`src/rtl/reg_cc_ben.sv`:
```
// Eight-entry register file with NZP condition codes and a registered branch-enable flag.
// Reads are combinational; writes, NZP and BEN update on the rising clock edge.
module reg_cc_ben #(
  parameter int unsigned WIDTH  = 16,
  parameter logic [2:0]  CC_RST = 3'b010
) (
  input  logic             Clk,
  input  logic             Reset,
  input  logic [WIDTH-1:0] bus_in,
  input  logic [15:0]      IR,
  input  logic             LD_REG,
  input  logic             LD_CC,
  input  logic             LD_BEN,
  input  logic [1:0]       DRMUX,
  input  logic [1:0]       SR1MUX,
  input  logic [2:0]       dbg_sel,
  output logic [WIDTH-1:0] SR1_OUT,
  output logic [WIDTH-1:0] SR2_OUT,
  output logic [WIDTH-1:0] dbg_data,
  output logic             N,
  output logic             Z,
  output logic             P,
  output logic             branch_enable
);

  logic [WIDTH-1:0] r_regs [8];
  logic [2:0]       r_nzp;
  logic             r_ben;

  logic [2:0]       w_dr;
  logic [2:0]       w_sr1;
  logic [2:0]       w_sr2;
  logic [2:0]       w_nzp_next;
  logic             w_ben_next;
  logic             w_unused_ir;

  assign w_unused_ir = ^{IR[15:12], IR[5:3]};

  always_comb begin
    w_dr = IR[11:9];
    unique case (DRMUX)
      2'b01:   w_dr = 3'b111;
      2'b10:   w_dr = 3'b110;
      default: w_dr = IR[11:9];
    endcase
  end

  always_comb begin
    w_sr1 = IR[11:9];
    unique case (SR1MUX)
      2'b00:   w_sr1 = IR[11:9];
      2'b10:   w_sr1 = 3'b110;
      default: w_sr1 = IR[8:6];
    endcase
  end

  assign w_sr2 = IR[2:0];

  always_comb begin
    w_nzp_next = 3'b001;
    if (bus_in[WIDTH-1])
      w_nzp_next = 3'b100;
    else if (bus_in == '0)
      w_nzp_next = 3'b010;
  end

  // BEN samples the NZP held before this edge, even when LD_CC loads it in the same cycle.
  assign w_ben_next = (IR[11] & r_nzp[2]) | (IR[10] & r_nzp[1]) | (IR[9] & r_nzp[0]);

  always_ff @(posedge Clk or posedge Reset) begin
    if (Reset) begin
      for (int unsigned i = 0; i < 8; i++)
        r_regs[i] <= '0;
    end else if (LD_REG) begin
      r_regs[w_dr] <= bus_in;
    end
  end

  always_ff @(posedge Clk or posedge Reset) begin
    if (Reset) begin
      r_nzp <= CC_RST;
      r_ben <= 1'b0;
    end else begin
      if (LD_CC)
        r_nzp <= w_nzp_next;
      if (LD_BEN)
        r_ben <= w_ben_next;
    end
  end

  assign SR1_OUT       = r_regs[w_sr1];
  assign SR2_OUT       = r_regs[w_sr2];
  assign dbg_data      = r_regs[dbg_sel];
  assign N             = r_nzp[2];
  assign Z             = r_nzp[1];
  assign P             = r_nzp[0];
  assign branch_enable = r_ben;

endmodule

```
`config.mk`:
```
export PLATFORM = sky130hd
export DESIGN_NAME = reg_cc_ben
export DESIGN_NICKNAME = d
export VERILOG_FILES = /design/src/rtl/reg_cc_ben.sv
export SDC_FILE = /design/constraint.sdc
export NUM_CORES = 1
export LEC_CHECK = 0
export ABC_AREA = 1
export BUFFER_PORTS_ARGS = -buffer_cell sky130_fd_sc_hd__buf_2
export CORE_MARGIN = 2
export CORE_UTILIZATION = 40
export DETAILED_ROUTE_END_ITERATION = 10
export PLACE_DENSITY = 0.59
export RECOVER_POWER = 25
export SLEW_MARGIN = 20
export SYNTH_ARGS = -nofsm -noshare
export SYNTH_HDL_FRONTEND = slang
export SYNTH_SLANG_ARGS = --single-unit
```
`constraint.sdc`:
```
create_clock -name Clk -period 8.4 [get_ports Clk]
set_input_delay 0.84 -clock Clk [delete_from_list [all_inputs] [get_ports Clk]]
set_output_delay 0.84 -clock Clk [all_outputs]
set_load 0.02 [all_outputs]
```
# --- Word level (Yosys, flattened, before mapping) ---
# Index checks and enable logic that the tools add are counted.
classes:
  bitwise: 9
  magnitude_cmp: 5
  muxes: 16
  eq_ne: 3
  n_reduce_logical: 3
ops:
  columns: ["operator", "n"]
  rows:
  - ["$bmux 16 s3", 3]
  - ["$bwmux 128", 1]
  - ["$mux 16", 7]
  - ["$demux 16 s3", 1]
  - ["$ge 4x4->1 const B", 4]
  - ["$logic_not 16->1", 1]
  - ["$not 3->4", 4]
  - ["$pmux 3 s2", 2]
  - ["$eq 2x2->1 const B", 2]
  - ["$lt 4x1->1 const B", 1]
  - ["$and 1x1->1", 3]
  - ["$mux 3", 1]
  - ["$eq 2x1->1 const B", 1]
  - ["$logic_not 2->1", 1]
  - ["$mux 2", 1]
  - ["$or 1x1->1", 2]
  - ["$logic_and 1x1->1", 1]
totals:
  elab_cells: 46
  in_bits: 44
  output_inout_bits: 52
  regBits: 132

# --- Logic depth before layout (Yosys ltp) ---
# Gate-level depths: netlist (run 1).
depth:
  word_depth: 8
  ltp_mapped: 10

# --- Worst setup path before layout (run 1) ---
# No wires, ideal clock.
synth_timing:
  path_kind: "input to output"
  startpoint: "input IR[1]"
  endpoint: "output SR2_OUT[15]"
  setup_slack_ps: 5827
  n_path_buf: 2
  path_stages: 7
  t_arrival_ps: 1733
  path_cell_list: "clkbuf_1 > inv_1 > buf_2 > a21oi_1 > o21ai_0 > nand3_1 > o21a_1"
synth_via:
  elab_chain_cells: 4
synth_lines:
  columns: ["item", "line_no", "text"]
  rows:
  - ["start: declaration", "10", "input logic [15:0] IR,"]
  - ["$not 3->4 (implied by the code)", "92", "assign SR2_OUT = r_regs[w_sr2];"]
  - ["$bmux 16 s3", "92", null]
  - ["$mux 16 (implied by the code) (2 in series)", "92", null]
  - ["end: declaration", "18", "output logic [WIDTH-1:0] SR2_OUT,"]
# No other way between the ends. The select of a mux whose other input is x is not followed.

# --- Worst setup path in the final report (run 1) ---
layout_timing:
  startpoint: "input IR[1]"
  endpoint: "output SR2_OUT[12]"
# The elaborated chain is that of the path after synthesis.

==> results of run 1 <==
## layout by cell type (no fill, tap or decap), types with 2 or more instances in the layout
master	synthesis	final
nand3_1	162	162
o21a_1	32	32
nor2_1	7	7
a21oi_1	128	128
clkinv_2	0	6
nand2_2	4	4
clkbuf_1	41	6
inv_2	5	3
o21ai_1	42	42
nand3_2	2	2
o21ai_0	216	216
nand2_1	322	322
dfrtp_1	131	131
inv_1	151	149
nand4_1	4	4
clkbuf_16	0	17
buf_2	55	85
clkbuf_8	0	7
buf_4	0	15
## tightest hold or removal path: stages (launching register included)
cell     delay (ns)
dfrtp_1        0.34
nand2_1        0.05
o21ai_0        0.06
## stage by stage
stage	std cells	hold WS [ns]	area, µm²	utilization, %
final	1626	0.483	9720	45.8
after global routing	1625	0.501	9710	45.8
after CTS	1625	0.487	9730	45.8
after detailed placement	1595	0.473	9180	43.2
after global placement	1595	0.467	9180	43.2
after floorplan	1315	0.453	8710	-
## registers in the layout, indices dropped and copies added, names as in the netlist
register       cells
r_regs           128
r_nzp              3
branch_enable      1
## per-layer routing
| metal | vias up | global-route usage [%] | share of wire, % |
|---|---|---|---|
| met2 | 384 | 44.1 | 44 |
| met1 | 4155 | 39.7 | 45 |
| met3 | 49 | 5.48 | 8.8 |
| li1 | 4382 | - | - |
| met5 | - | 0 | 0 |
| met4 | 0 | 8.94 | 1.8 |
## cell type report
cell class / count / area share, %
clock inverters: 4 / 0.206
well taps: 275 / 3.54
flip-flops and latches: 132 / 34.0
multi-input cells: 928 / 45.0
clock buffers: 26 / 5.45
inverters: 156 / 6.06
repair buffers: 104 / 5.69
diodes: 1 / 0.0258
## worst paths after layout
check	startpoint	to	slack [ns]	depth (start not counted)
setup / recovery	IR[1]	SR2_OUT[12]	3.80	8
hold / removal	r_regs[41]$_DFFE_PP0P_	r_regs[41]$_DFFE_PP0P_	0.48	2
setup reg to reg	r_nzp[1]$_DFFE_PP1P_	branch_enable$_DFFE_PP0P_	7.56	2
hold reg to reg	r_regs[41]$_DFFE_PP0P_	r_regs[41]$_DFFE_PP0P_	0.48	2
max in group asynchronous	Reset	r_regs[97]$_DFFE_PP0P_	5.05	3
min in group asynchronous	Reset	r_regs[94]$_DFFE_PP0P_	1.40	2
## cell families after synthesis
group	after synthesis
AOI/OAI and AO/OA	422
adders and majority gates	1
buffers and inverters	255
DFF	132
and+or+nand+nor	505
## power groups by stage
| stage | registers (mW) | clock network, mW | logic (mW) |
|---|---|---|---|
| 3_3_place_gp | 0.938 | 0 | 0.734 |
| 3_5_place_dp | 0.942 | 0 | 0.746 |
| 5_1_grt | 0.960 | 0.743 | 0.862 |
| 6_report | 0.937 | 0.700 | 0.748 |
| 2_1_floorplan | 0.913 | 0 | 0.565 |
| 4_1_cts | 0.933 | 0.713 | 0.749 |
## synthesized netlist by cell type, types with 2 or more instances
master	n
inv_1	151
nand3_2	2
nand3_1	162
nand2_2	4
nor2_1	7
a21oi_1	128
buf_1	2
o21ai_1	42
o21ai_0	216
nand4_1	4
dfrtp_1	131
inv_2	5
buf_2	55
o21a_1	32
clkbuf_1	41
nand2_1	322
==> metrics, run 1 <==
Post-Synthesis Cell Area 8710 µm²; largest net degree at the start of global routing between 70 and 80; mux share of post-synthesis cell area 0%; final setup violating endpoints 0; router iterations before antenna repair 5; Crit. End Element output port; Die ar. 23000 µm²; register area between 3000 and 4000 µm²; clock sink count between 100 and 150; Post-synth top flop dfrtp_1; Simple-Gate Fraction of Synth Area 24.6%; #FFs+latches synth 132; largest family of logic cells by synthesized area compound AO/OA/AOI/OAI gates; setup ws final about 3.8 ns; CP required 7.56 ns; slew at the pin closest to its max-slew limit approximately 3.4 ns; Area growth, synth to finish 11.5%; Slew Limit Headroom -128%; port bufs 88; Setup TNS 0 ns; Clock Latency Late Sink 0.42 ns; failing checks max-capacitance violations, max-slew violations; antenna violations before repair 1; Post-CTS Setup Inserts 0; H-Tree Depth 4; TritonCTS clock tree yes; number of global-route vias before repair a little over 8000; f_max 217 MHz; Max-cap violations 2; CTS resizes 0; Final ANT Viol Nets 0; Worst Hold Class flip-flop to flip-flop; core region area 21200 µm²; Tmin final 4.60 ns; grt total ovfl 0; adder-cell area share of the yosys netlist 0.144%; Max rail drop VDD between 0.0001 and 0.00015 V; WP data arrival 3.76 ns; Worst Path Buf+Inv 4; worst-case clock buffer depth 2; sequential-to-total area share from yosys stat around 38%; Internal 1.50 mW; Top-Level Pins 96; Hold Buf Count CTS 0; delay-heaviest family, CP buffers and inverters; Worst-path clk slew about 0.050 ns; part of the power in registers 39.3%; yosys warns 0; sw frac 37.1%; Max Clock Skew 0.00153 ns; Layout Nets roughly 1400; Die Y 152 µm; total track usage between 20% and 30%; Final Cycle Share 54.8%; Syn Area/Cell 6.63 µm²; row cnt 53; Die Width 152 µm; HPWL after DPL 17.5 mm; Slowest cell on crit path clkinv_1; vias between 8000 and 9000; total wire length 31.2 mm; WL per Instance 19.2 µm; leading area contributor after synthesis dfrtp_1; Multi-input gate area 4370 µm²; Sw Pwr slightly below 900 µW; fillers roughly 2300; outcome finished, violations left; DRT iter0 DRCs 880; PD cells 245 nW/µm²; GPL Wtd Cong 0.813; first-pass GRT wire length 48.1 mm; worst path cell trace buf_2 > clkinv_1 > buf_4 > a21oi_1 > o21ai_0 > nand3_1 > o21a_1 > buf_2; Power Total 2.39 mW; combinational fraction of design power a little under a third; fraction of layout cells with a size suffix above 1 10.8%; maximum fanout along the worst path 33; clock power share around 29%; Post-synth EDFFs 0; Synthesized Nets 1360; top cells by area, synth dfrtp_1 (38%), nand2_1 (14%), o21ai_0 (12%); Top cell by count, worst path buf_2; Slew Limit Fails 106; post-synth cell types 27; pre-CTS setup slack between 3 and 4 ns; TritonCTS Buffers 17; Post-Synth XOR/XNOR Area 0%; Final Hold Vio Count 0; vias per cell between 5 and 6; RSZ-0062 raised after global routing false; Worst path max stage delay 0.91 ns; Gate Count Post-Synth 1315; Initial Utilization 41.1%; critical path type primary input to output port; Root Driver clkbuf_16; compound-gate portion of the synthesized area 25.4%; critical path launch point type primary input; Leakage Power 4.88 nW; Post-route DRC 0; FFs w/ async S/R, synth 100%; Synth top area share 37.6%
No activity file was read; power rests on OpenSTA's default activity.
==> inputs of run 2 (changes only) <==
PLACE_DENSITY = 0.61   (was 0.59)
clock period = 4.16 ns   (was 8.4 ns; I/O delays follow)
==> run 2 against run 1 <==
Against the previous run: highest routed layer unchanged; combinational power is 100% higher; sequential share of layout area is 0.39 points lower; register-to-register slack got worse by 4.3 ns; sequential power grew 100%; critical endpoint is now r_regs[121]$_DFFE_PP0P_; the flow still finishes with violations (max-capacitance violations, max-slew violations).
==> metrics, run 2 (synthesized netlist as in run 1, its figures left out) <==
clock power share 32.2% (+2.9 points); port bufs 88 (unchanged); Clock Latency Late Sink 0.44 ns (+0.02 ns); CP Depth 2 (-6); n_diodes 0 (-1); combinational fraction of design power 30.3% (-1.1 points); Internal 3.19 mW (+110%); largest net degree at the start of global routing 75 (+2.7%); antenna violations before repair 0 (-1); Sw Pwr 1.86 mW (+110%); grt total ovfl 0 (unchanged); TritonCTS clock tree yes; CP required 4.03 ns (-3.53 ns); worst path cell trace buf_2 > inv_1; r2r setup slk 3.28 ns (-4.28 ns); Slew Limit Headroom -101% (+27 points); Worst Path Buf+Inv 2 (-2); router iterations before antenna repair 6 (+1); vias 9153 (+2.0%); Reg-to-Reg Start r_nzp[1]$_DFFE_PP1P_; critical path type primary input to asynchronous set/reset pin; sw frac 36.8% (-0.29 points); vias per cell 5.61 (+1.7%); Final Cycle Share 67.6%; Final Hold Vio Count 0 (unchanged); total wire length 31.7 mm (+1.7%); HPWL after DPL 18.3 mm (+4.3%); Initial Utilization 41.1% (unchanged); Max-cap violations 1 (-1); first-pass GRT wire length 48.8 mm (+1.4%); WL per Instance 19.4 µm (+1.4%); Setup TNS 0 ns (unchanged); post-route cell area 9830 µm² (+1.2%); Tmin final between 2 and 3 ns; Leakage Power 4.94 nW (+1.2%); worst reg2reg path depth 2 (unchanged); DRT iter0 DRCs 956 (+8.6%); Post-CTS Setup Inserts 0 (unchanged); Worst path max stage delay 2.10 ns (+1.19 ns); row cnt 53 (unchanged); core region area 21200 µm² (unchanged); maximum fanout along the worst path 74 (+120%); CTS resizes 0 (unchanged); critical path launch point type primary input; commonest cells after routing, fill and taps aside nand2_1 (321), o21ai_0 (216), nand3_1 (162), inv_1 (151), dfrtp_1 (131); RSZ-0062 raised after global routing false; Die Width 152 µm (unchanged); Post-DP Area 9210 µm² (+0.33%); Post-route DRC 0 (unchanged); f_max 356 MHz; worst-case clock buffer depth 2 (unchanged); final setup violating endpoints 0 (unchanged); Root Driver clkbuf_16; fraction of layout cells with a size suffix above 1 11.4% (+0.54 points); Die ar. 23000 µm² (unchanged); Post-Route Utilization 46.3% (+0.53 points); failing checks max-capacitance violations, max-slew violations; TritonCTS Buffers 17 (unchanged); PD cells 514 nW/µm² (+110%); WP data arrival 2.68 ns (-1.08 ns); part of the power in registers 37.5% (-1.8 points); Slowest cell on crit path inv_1; Power Total 5.05 mW (+110%); Slew Limit Fails 75 (-29%); Largest Register r_regs; total track usage 28.5% (+0.21 points); slew at the pin closest to its max-slew limit 3.02 ns (-0.380 ns); Area growth, synth to finish 12.8%; Crit. End Element asynchronous set/reset pin; setup ws final 1.35 ns (-2.45 ns); Worst Hold Class primary input to flip-flop; Layout Nets 1388 (+0.29%); clock sink count 132 (unchanged); outcome finished, violations left; Top-Level Pins 96 (unchanged); Worst-path clk slew 0.06 ns (about the same); Die Y 152 µm (unchanged); Max Clock Skew 0.0000968 ns (-0.00144 ns); Largest register FFs 128 (unchanged); delay-heaviest family, CP buffers and inverters; GPL Wtd Cong 0.845 (+3.9%); CP startpoint Reset; Final ANT Viol Nets 0 (unchanged); pre-CTS setup slack 1.42 ns (-2.51 ns); Max rail drop VDD 0.000215 V (+47%); Crit Reg-Reg Endpoint branch_enable$_DFFE_PP0P_; leading cell type in the layout, fill and taps excluded nand2_1; crit path to r_regs[121]$_DFFE_PP0P_; H-Tree Depth 4 (unchanged); Hold Buf Count CTS 0 (unchanged); number of global-route vias before repair 8309 (+0.61%)
==> run 2: power by group through the flow <==
stage | clock, mW | combinational, mW | sequential (mW)
after floorplan | 0 | 1.14 | 1.84
after global placement | 0 | 1.48 | 1.90
after detailed placement | 0 | 1.51 | 1.90
after CTS | 1.64 | 1.52 | 1.88
after global routing | 1.69 | 1.75 | 1.94
final | 1.63 | 1.53 | 1.89
==> run 2: worst min path at each step <==
stage                     slack, ns               startpoint  depth (start not counted)                         to
after global routing           0.23                   LD_BEN                          2  branch_enable$_DFFE_PP0P_
after global placement         0.47   r_regs[32]$_DFFE_PP0P_                          2     r_regs[32]$_DFFE_PP0P_
after detailed placement       0.47   r_regs[84]$_DFFE_PP0P_                          2     r_regs[84]$_DFFE_PP0P_
after floorplan                0.45  r_regs[100]$_DFFE_PP0P_                          2    r_regs[100]$_DFFE_PP0P_
after CTS                      0.13                    Reset                          2    r_regs[109]$_DFFE_PP0P_
final                          0.22                    LD_CC                          3       r_nzp[0]$_DFFE_PP0P_
==> run 2: cell type report <==
| type | count | area (µm²) |
|---|---|---|
| clock buffer | 20 | 447 |
| fill | 2225 | 11400 |
| timing repair buffer | 108 | 589 |
| multi-input combinational | 928 | 4380 |
| tap | 275 | 344 |
| clock inverter | 12 | 180 |
| inverter | 156 | 588 |
| sequential | 132 | 3300 |
==> run 2: routing by layer <==
| metal | global-route usage (%) | vias to the layer above | part of all wire (%) |
|---|---|---|---|
| met4 | 10.6 | 0 | 2.3 |
| met3 | 5.33 | 68 | 9.8 |
| li1 | - | 4382 | - |
| met2 | 43.1 | 507 | 45 |
| met5 | 0 | - | 0 |
| met1 | 40.5 | 4196 | 43 |
==> run 2: metrics by stage <==
stage	hold slack [ns]	std cells
after CTS	0.132	1631
after global routing	0.233	1631
after floorplan	0.453	1315
after global placement	0.467	1599
after detailed placement	0.474	1599
final	0.215	1631
